File: config.mk
export PLATFORM = sky130hd
export DESIGN_NAME = fp_cmp_pipe_flat
export DESIGN_NICKNAME = d
export VERILOG_FILES = /design/src/rtl/fp_cmp_pipe_if.sv /design/src/rtl/fp_cmp_pipe.sv /design/src/flat_wrapper.sv
export SDC_FILE = /design/constraint.sdc
export NUM_CORES = 1
export LEC_CHECK = 0
export CAP_MARGIN = 5
export CORE_MARGIN = 5
export CORE_UTILIZATION = 41
export CTS_CLUSTER_DIAMETER = 200
export DETAILED_ROUTE_END_ITERATION = 7
export PLACE_DENSITY = 0.82
export RECOVER_POWER = 25
export SKIP_CTS_REPAIR_TIMING = 1
export SYNTH_ARGS = -nofsm -noshare
export SYNTH_HDL_FRONTEND = slang
export SYNTH_SLANG_ARGS = --single-unit
File: constraint.sdc
create_clock -name clk_i -period 1.8 [get_ports clk_i]
set_input_delay 0.18 -clock clk_i [delete_from_list [all_inputs] [get_ports clk_i]]
set_output_delay 0.18 -clock clk_i [all_outputs]
set_load 0.05 [all_outputs]
File: src/rtl/fp_cmp_pipe_if.sv
// Handshake and data bundle for the fp_cmp_pipe streaming comparator.
// The master side produces transactions and consumes results; the slave
// side is the comparator pipeline itself.
interface fp_cmp_pipe_if #(
    parameter int EXP_W = 5,
    parameter int MAN_W = 10,
    parameter int LANES = 4
);
    localparam int W = 1 + EXP_W + MAN_W;

    logic                 in_valid_i;
    logic                 in_ready_o;
    logic [1:0]           mode_i;
    logic [LANES*W-1:0]   operand_a_i;
    logic [LANES*W-1:0]   operand_b_i;
    logic                 out_valid_o;
    logic                 out_ready_i;
    logic [LANES-1:0]     result_o;
    logic [LANES-1:0]     unord_o;

    modport master (
        output in_valid_i, mode_i, operand_a_i, operand_b_i, out_ready_i,
        input  in_ready_o, out_valid_o, result_o, unord_o
    );

    modport slave (
        input  in_valid_i, mode_i, operand_a_i, operand_b_i, out_ready_i,
        output in_ready_o, out_valid_o, result_o, unord_o
    );
endinterface

File: src/rtl/fp_cmp_pipe.sv
// Streaming multi-lane floating-point comparator.
// Each transaction carries LANES operand pairs and a compare mode
// (0=GE, 1=GT, 2=LT, 3=EQ). The compare is combinational in front of a
// STAGES-deep valid/ready pipeline (legal STAGES range 1..8) that shifts as
// a whole whenever its tail can drain.
// Signed zeros compare equal; any NaN operand forces result 0 / unord 1.
module fp_cmp_pipe #(
    parameter int EXP_W  = 5,
    parameter int MAN_W  = 10,
    parameter int LANES  = 4,
    parameter int STAGES = 2
) (
    input  logic         clk_i,
    input  logic         rst_ni,
    fp_cmp_pipe_if.slave bus
);
    localparam int W = 1 + EXP_W + MAN_W;
    localparam int K = EXP_W + MAN_W;

    // One lane compare; returns {unord, result}.
    // The {exp, man} key orders magnitudes correctly for subnormals and
    // infinities, so only zero sign and NaN need explicit treatment.
    function automatic logic [1:0] lane_cmp(
        input logic [W-1:0] a,
        input logic [W-1:0] b,
        input logic [1:0]   mode
    );
        logic         sa;
        logic         sb;
        logic [K-1:0] ka;
        logic [K-1:0] kb;
        logic         nan_a;
        logic         nan_b;
        logic         zero_both;
        logic         eq;
        logic         gt;
        logic         res;
        logic [1:0]   out;
        sa        = a[W-1];
        sb        = b[W-1];
        ka        = a[K-1:0];
        kb        = b[K-1:0];
        nan_a     = (&a[K-1:MAN_W]) & (|a[MAN_W-1:0]);
        nan_b     = (&b[K-1:MAN_W]) & (|b[MAN_W-1:0]);
        zero_both = ~(|ka) & ~(|kb);
        eq        = zero_both | ((sa == sb) & (ka == kb));
        if (zero_both) begin
            gt = 1'b0;
        end else if (sa != sb) begin
            gt = ~sa;
        end else if (!sa) begin
            gt = (ka > kb);
        end else begin
            gt = (ka < kb);
        end
        case (mode)
            2'd0:    res = gt | eq;
            2'd1:    res = gt;
            2'd2:    res = ~gt & ~eq;
            2'd3:    res = eq;
            default: res = 1'b0;
        endcase
        if (nan_a | nan_b) begin
            out = 2'b10;
        end else begin
            out = {1'b0, res};
        end
        return out;
    endfunction

    logic [LANES-1:0] cmp_res_s;
    logic [LANES-1:0] cmp_unord_s;
    logic             adv_s;

    logic             valid_r  [STAGES];
    logic [LANES-1:0] result_r [STAGES];
    logic [LANES-1:0] unord_r  [STAGES];

    // Evaluate every lane of the incoming transaction under its own mode.
    always_comb begin
        cmp_res_s   = {LANES{1'b0}};
        cmp_unord_s = {LANES{1'b0}};
        for (int k = 0; k < LANES; k++) begin
            {cmp_unord_s[k], cmp_res_s[k]} = lane_cmp(bus.operand_a_i[k*W +: W],
                                                      bus.operand_b_i[k*W +: W],
                                                      bus.mode_i);
        end
    end

    // The whole pipe moves when the tail is empty or being consumed.
    assign adv_s          = bus.out_ready_i | ~valid_r[STAGES-1];
    assign bus.in_ready_o = adv_s;
    assign bus.out_valid_o = valid_r[STAGES-1];
    assign bus.result_o    = result_r[STAGES-1];
    assign bus.unord_o     = unord_r[STAGES-1];

    // Pipeline registers: shift all stages together on advance, hold otherwise.
    always_ff @(posedge clk_i or negedge rst_ni) begin
        if (!rst_ni) begin
            for (int s = 0; s < STAGES; s++) begin
                valid_r[s]  <= 1'b0;
                result_r[s] <= {LANES{1'b0}};
                unord_r[s]  <= {LANES{1'b0}};
            end
        end else if (adv_s) begin
            valid_r[0]  <= bus.in_valid_i;
            result_r[0] <= cmp_res_s;
            unord_r[0]  <= cmp_unord_s;
            for (int s = 1; s < STAGES; s++) begin
                valid_r[s]  <= valid_r[s-1];
                result_r[s] <= result_r[s-1];
                unord_r[s]  <= unord_r[s-1];
            end
        end
    end
endmodule
File: src/flat_wrapper.sv
// flat-port wrapper written by rule: the top's interface ports become plain ports
module fp_cmp_pipe_flat 
#(
    parameter int EXP_W  = 5,
    parameter int MAN_W  = 10,
    parameter int LANES  = 4,
    parameter int STAGES = 2
)
  (clk_i, rst_ni, bus_in_valid_i, bus_mode_i, bus_operand_a_i, bus_operand_b_i, bus_out_ready_i, bus_in_ready_o, bus_out_valid_o, bus_result_o, bus_unord_o);
  fp_cmp_pipe_if #(.EXP_W(EXP_W), .MAN_W(MAN_W), .LANES(LANES)) bus_i ();
  input  logic clk_i;
  input  logic rst_ni;
  input wire logic [$bits(bus_i.in_valid_i)-1:0] bus_in_valid_i;
  input wire logic [$bits(bus_i.mode_i)-1:0] bus_mode_i;
  input wire logic [$bits(bus_i.operand_a_i)-1:0] bus_operand_a_i;
  input wire logic [$bits(bus_i.operand_b_i)-1:0] bus_operand_b_i;
  input wire logic [$bits(bus_i.out_ready_i)-1:0] bus_out_ready_i;
  output wire logic [$bits(bus_i.in_ready_o)-1:0] bus_in_ready_o;
  output wire logic [$bits(bus_i.out_valid_o)-1:0] bus_out_valid_o;
  output wire logic [$bits(bus_i.result_o)-1:0] bus_result_o;
  output wire logic [$bits(bus_i.unord_o)-1:0] bus_unord_o;
  assign bus_i.in_valid_i = bus_in_valid_i;
  assign bus_i.mode_i = bus_mode_i;
  assign bus_i.operand_a_i = bus_operand_a_i;
  assign bus_i.operand_b_i = bus_operand_b_i;
  assign bus_i.out_ready_i = bus_out_ready_i;
  assign bus_in_ready_o = bus_i.in_ready_o;
  assign bus_out_valid_o = bus_i.out_valid_o;
  assign bus_result_o = bus_i.result_o;
  assign bus_unord_o = bus_i.unord_o;
  fp_cmp_pipe #(.EXP_W(EXP_W), .MAN_W(MAN_W), .LANES(LANES), .STAGES(STAGES)) u_core (.clk_i(clk_i), .rst_ni(rst_ni), .bus(bus_i));
endmodule
==> metrics.md <==
| Metric | Value |
|---|---|
| Slew HR | `between 30% and 40%` |
| Final worst setup slack | `-12.81 ps` |
| Post-route ant nets | `0` |
| Initial antenna violation count | `0` |
| Mean Syn Cell Area | `between 7 and 8 um2` |
| Vias | `between 3,000 and 4,000` |
| Status | `finished, violations left` |
| Number of fill cells | `about 380` |
| DRC | `0` |
| Grt ovf | `0` |
| Clk_skew | `3.973 ps` |
| Pin count of the biggest net entering global routing | `20` |
| Cell variety after synth | `30` |
| HPWL after detailed placement | `roughly 8300 um` |
| Die area | `0.008733 mm2` |
| Final Cycle Share | `100.7%` |
| IO buf count | `143` |
| Hold Crit Class | `reg -> reg` |
| Worst reg2reg path depth | `8` |
| N_diodes | `0` |
| R2R Setup Slk | `~250 ps` |
| Crit path time final | `around 1800 ps` |
| Core Box Area | `0.006794 mm2` |
| Mapped Area | `roughly 0.0029 mm2` |
| Clock sinks | `18` |
| Hold Vio Cnt, Final | `0` |
| Starting Density | `roughly 42%` |
| Slew Limit Fails | `0` |
| Crit path max fanout | `2` |
| Reg2reg start | `u_core.bus.out_valid_o` |
| Fmax | `approximately 0.55 GHz` |
| TritonCTS clock tree | `built` |
| Global-route wire length before repair | `14,830 um` |
| Main synth FF type | `dfrtp_1` |
| Crit Path Class | `in -> reg` |
| CP Launch Type | `input pin` |
| IO Pins | `~140` |
| Horiz. Die Dim | `roughly 93 um` |
| Die height | `slightly above 90 um` |
| CTS Buffer Depth | `2` |
| RD Place Congestion | `about 0.9` |
| Routed wire length per instance | `about 18 um` |
| Vias in the first global route | `between 3,000 and 4,000` |
| DR pass1 iterations | `4` |
| Setup crit start | `bus_operand_a_i[4]` |
| Via-to-Cell Ratio | `approximately 5.6` |
| H-tree depth | `1` |
| Worst Path Required | `approximately 1900 ps` |
| Nets | `roughly 780` |
| Power Density | `387.8 mW/mm2` |
| Gate Count Post-Synth | `389` |
| Placed cells | `676` |
| Worst slew pin tran | `about 940 ps` |
| Warnings from Yosys | `0` |
| Post-Syn Nets | `between 500 and 600` |
| Post-route non-filler standard cell count | `680` |
| Worst VDD drop | `roughly 240 uV` |
| Critical path arrival | `roughly 1900 ps` |
| P_leak | `3.415 nW` |
| Multi-input gate area | `~0.0028 mm2` |
| Final wirelength | `between 10,000 and 15,000 um` |
| Max-Cap Viols | `0` |
| Post-synth EDFFs | `0` |
| Final setup fails | `2` |
| CP endpoint | `u_core.result_r[4]` |
| Setup crit end kind | `register` |
| Clk root buf | `clkbuf_8` |
| Worst slack at placement | `-678.5 ps` |
| Post-synth ARST share | `100.0%` |
| P&R area growth vs syn | `104.0%` |
| Site row count | `30` |
| Share of cells above drive strength 1 | `about a third` |
| Seq cells post-synth | `18` |
| FF+latch area | `~450 um2` |
| CTS buffer count | `3` |
| Clock slew at reported path FFs | `~60 ps` |
| RR Endpoint | `u_core.result_r[5]` |
| Design area | `0.005826 mm2` |
| Iter 0 DRT Violations | `between 150 and 200` |
| Worst-Skew Late Latency | `roughly 250 ps` |
| Failing checks | `setup timing` |
| Sequential element share of the synthesized area | `15.78%` |
| Cell area after placement | `0.004796 mm2` |
| Tot GR Track Use | `between 20% and 30%` |
[critical path, stage by stage]
cell and delay (ps):
dlymetal6s2s_1 140, ha_1 320, nand4_1 160, a21oi_2 230, o21bai_4 90, a21o_2 210
a221o_1 300, mux2i_1 190, nand3_1 90
[logic make-up after synthesis]
logic type      Yosys count  synth area share, %
mux                       4                1.402
buf+inv                  76                11.04
fa+ha+maj                60                26.29
compound gates           64                13.98
xor+xnor                  4                1.227
simple gates            163                30.28
flops                    18                15.78
[flip-flops by register name, indices dropped and copies added (netlist names)]
signal / flops
u_core.bus.out_valid_o: 1
u_core.bus.result_o: 4
u_core.bus.unord_o: 4
u_core.result_r: 4
u_core.unord_r: 4
u_core.valid_r: 1
[metal layers]
metal  vias up  wire length [um]  track usage, %
li1       1792                 -               -
met1      1792              4400           22.49
met2       169              6841           38.12
met5         -                 0               0
met3        47               789           3.701
met4         0               471           7.082
[cell usage after synthesis (2+ instances only)]
| library cell | instances | area share [%] |
|---|---|---|
| mux2i_1 | 4 | 1.4 |
| nand3_1 | 20 | 3.5 |
| nand3b_1 | 4 | 1.1 |
| a221o_1 | 4 | 1.4 |
| nand4_1 | 20 | 4.4 |
| o21a_1 | 4 | 1.1 |
| dfrtp_1 | 18 | 16 |
| nor4b_1 | 4 | 1.2 |
| nor4_1 | 24 | 5.3 |
| nand2_1 | 51 | 6.7 |
| o21bai_1 | 4 | 1.1 |
| a21o_2 | 3 | 0.92 |
| nor2b_1 | 5 | 1.1 |
| ha_1 | 60 | 26 |
| a21oi_1 | 28 | 4.9 |
| a221oi_1 | 4 | 1.2 |
| inv_1 | 64 | 8.4 |
| xnor2_1 | 4 | 1.2 |
| o21ai_0 | 12 | 2.1 |
| clkbuf_1 | 2 | 0.26 |
| nor3_1 | 12 | 2.1 |
| and4_1 | 8 | 2.5 |
| nor2_1 | 9 | 1.2 |
| buf_4 | 8 | 2.1 |
| a21o_1 | 5 | 1.3 |
| and3_1 | 4 | 0.88 |
[layout make-up]
type                       instances  share of cell area, %
sequential                        18                  7.753
inverter                          65                  4.188
timing repair buffer             202                  36.53
clock buffer                       4                 0.9450
multi-input combinational        295                  48.52
tap                               96                  2.062
[how the worst min path moves through the flow]
| stage | startpoint | endpoint | slack [ps] | depth (start not counted) |
|---|---|---|---|---|
| 2_1_floorplan | rst_ni | u_core.bus.out_valid_o | -120 | 0 |
| 3_3_place_gp | u_core.valid_r[1] | u_core.valid_r[1] | 440 | 2 |
| 3_5_place_dp | u_core.result_r[6] | u_core.bus.result_o[2] | 460 | 2 |
| 4_1_cts | rst_ni | u_core.bus.unord_o[1] | 260 | 2 |
| 5_1_grt | u_core.valid_r[1] | u_core.bus.out_valid_o | 490 | 1 |
| 6_report | u_core.valid_r[1] | u_core.valid_r[1] | 470 | 2 |
[power breakdown]
| part | switching, mW | leakage [nW] | internal [mW] |
|---|---|---|---|
| combinational | 0.705 | 3.16 | 0.712 |
| sequential | 0.0430 | 0.226 | 0.475 |
| clock | 0.130 | 0.0288 | 0.194 |
[through the flow]
step | util (%) | hold WS, ps | power, mW | setup TNS (ps)
2_1_floorplan | - | -115.6 | 1.100 | 0
3_3_place_gp | 70.59 | 442.7 | 1.664 | -2382
3_5_place_dp | 70.59 | 456.6 | 1.708 | -2584
4_1_cts | 71.40 | 263.2 | 2.038 | -1506
5_1_grt | 85.75 | 493.1 | 2.392 | -147.4
6_report | 85.75 | 472.4 | 2.259 | -22.80
[cell usage in the layout (no fill, tap or decap), types with 5 or more instances in the layout]
cell and instances:
dlymetal6s2s_1 113, o21ai_1 8, a21o_1 5, ha_1 14, nand2_1 47, nand4_1 20, inv_2 43, nand3_1 20
a21oi_2 13, buf_4 58, and4_4 5, nor3_1 9, clkdlybuf4s50_1 21, dfrtp_1 17, ha_4 46, nor4_1 24
nor2b_1 5, a21oi_1 15, clkbuf_2 7, inv_1 21, nor2_1 9
No activity file was read; power rests on OpenSTA's default activity.
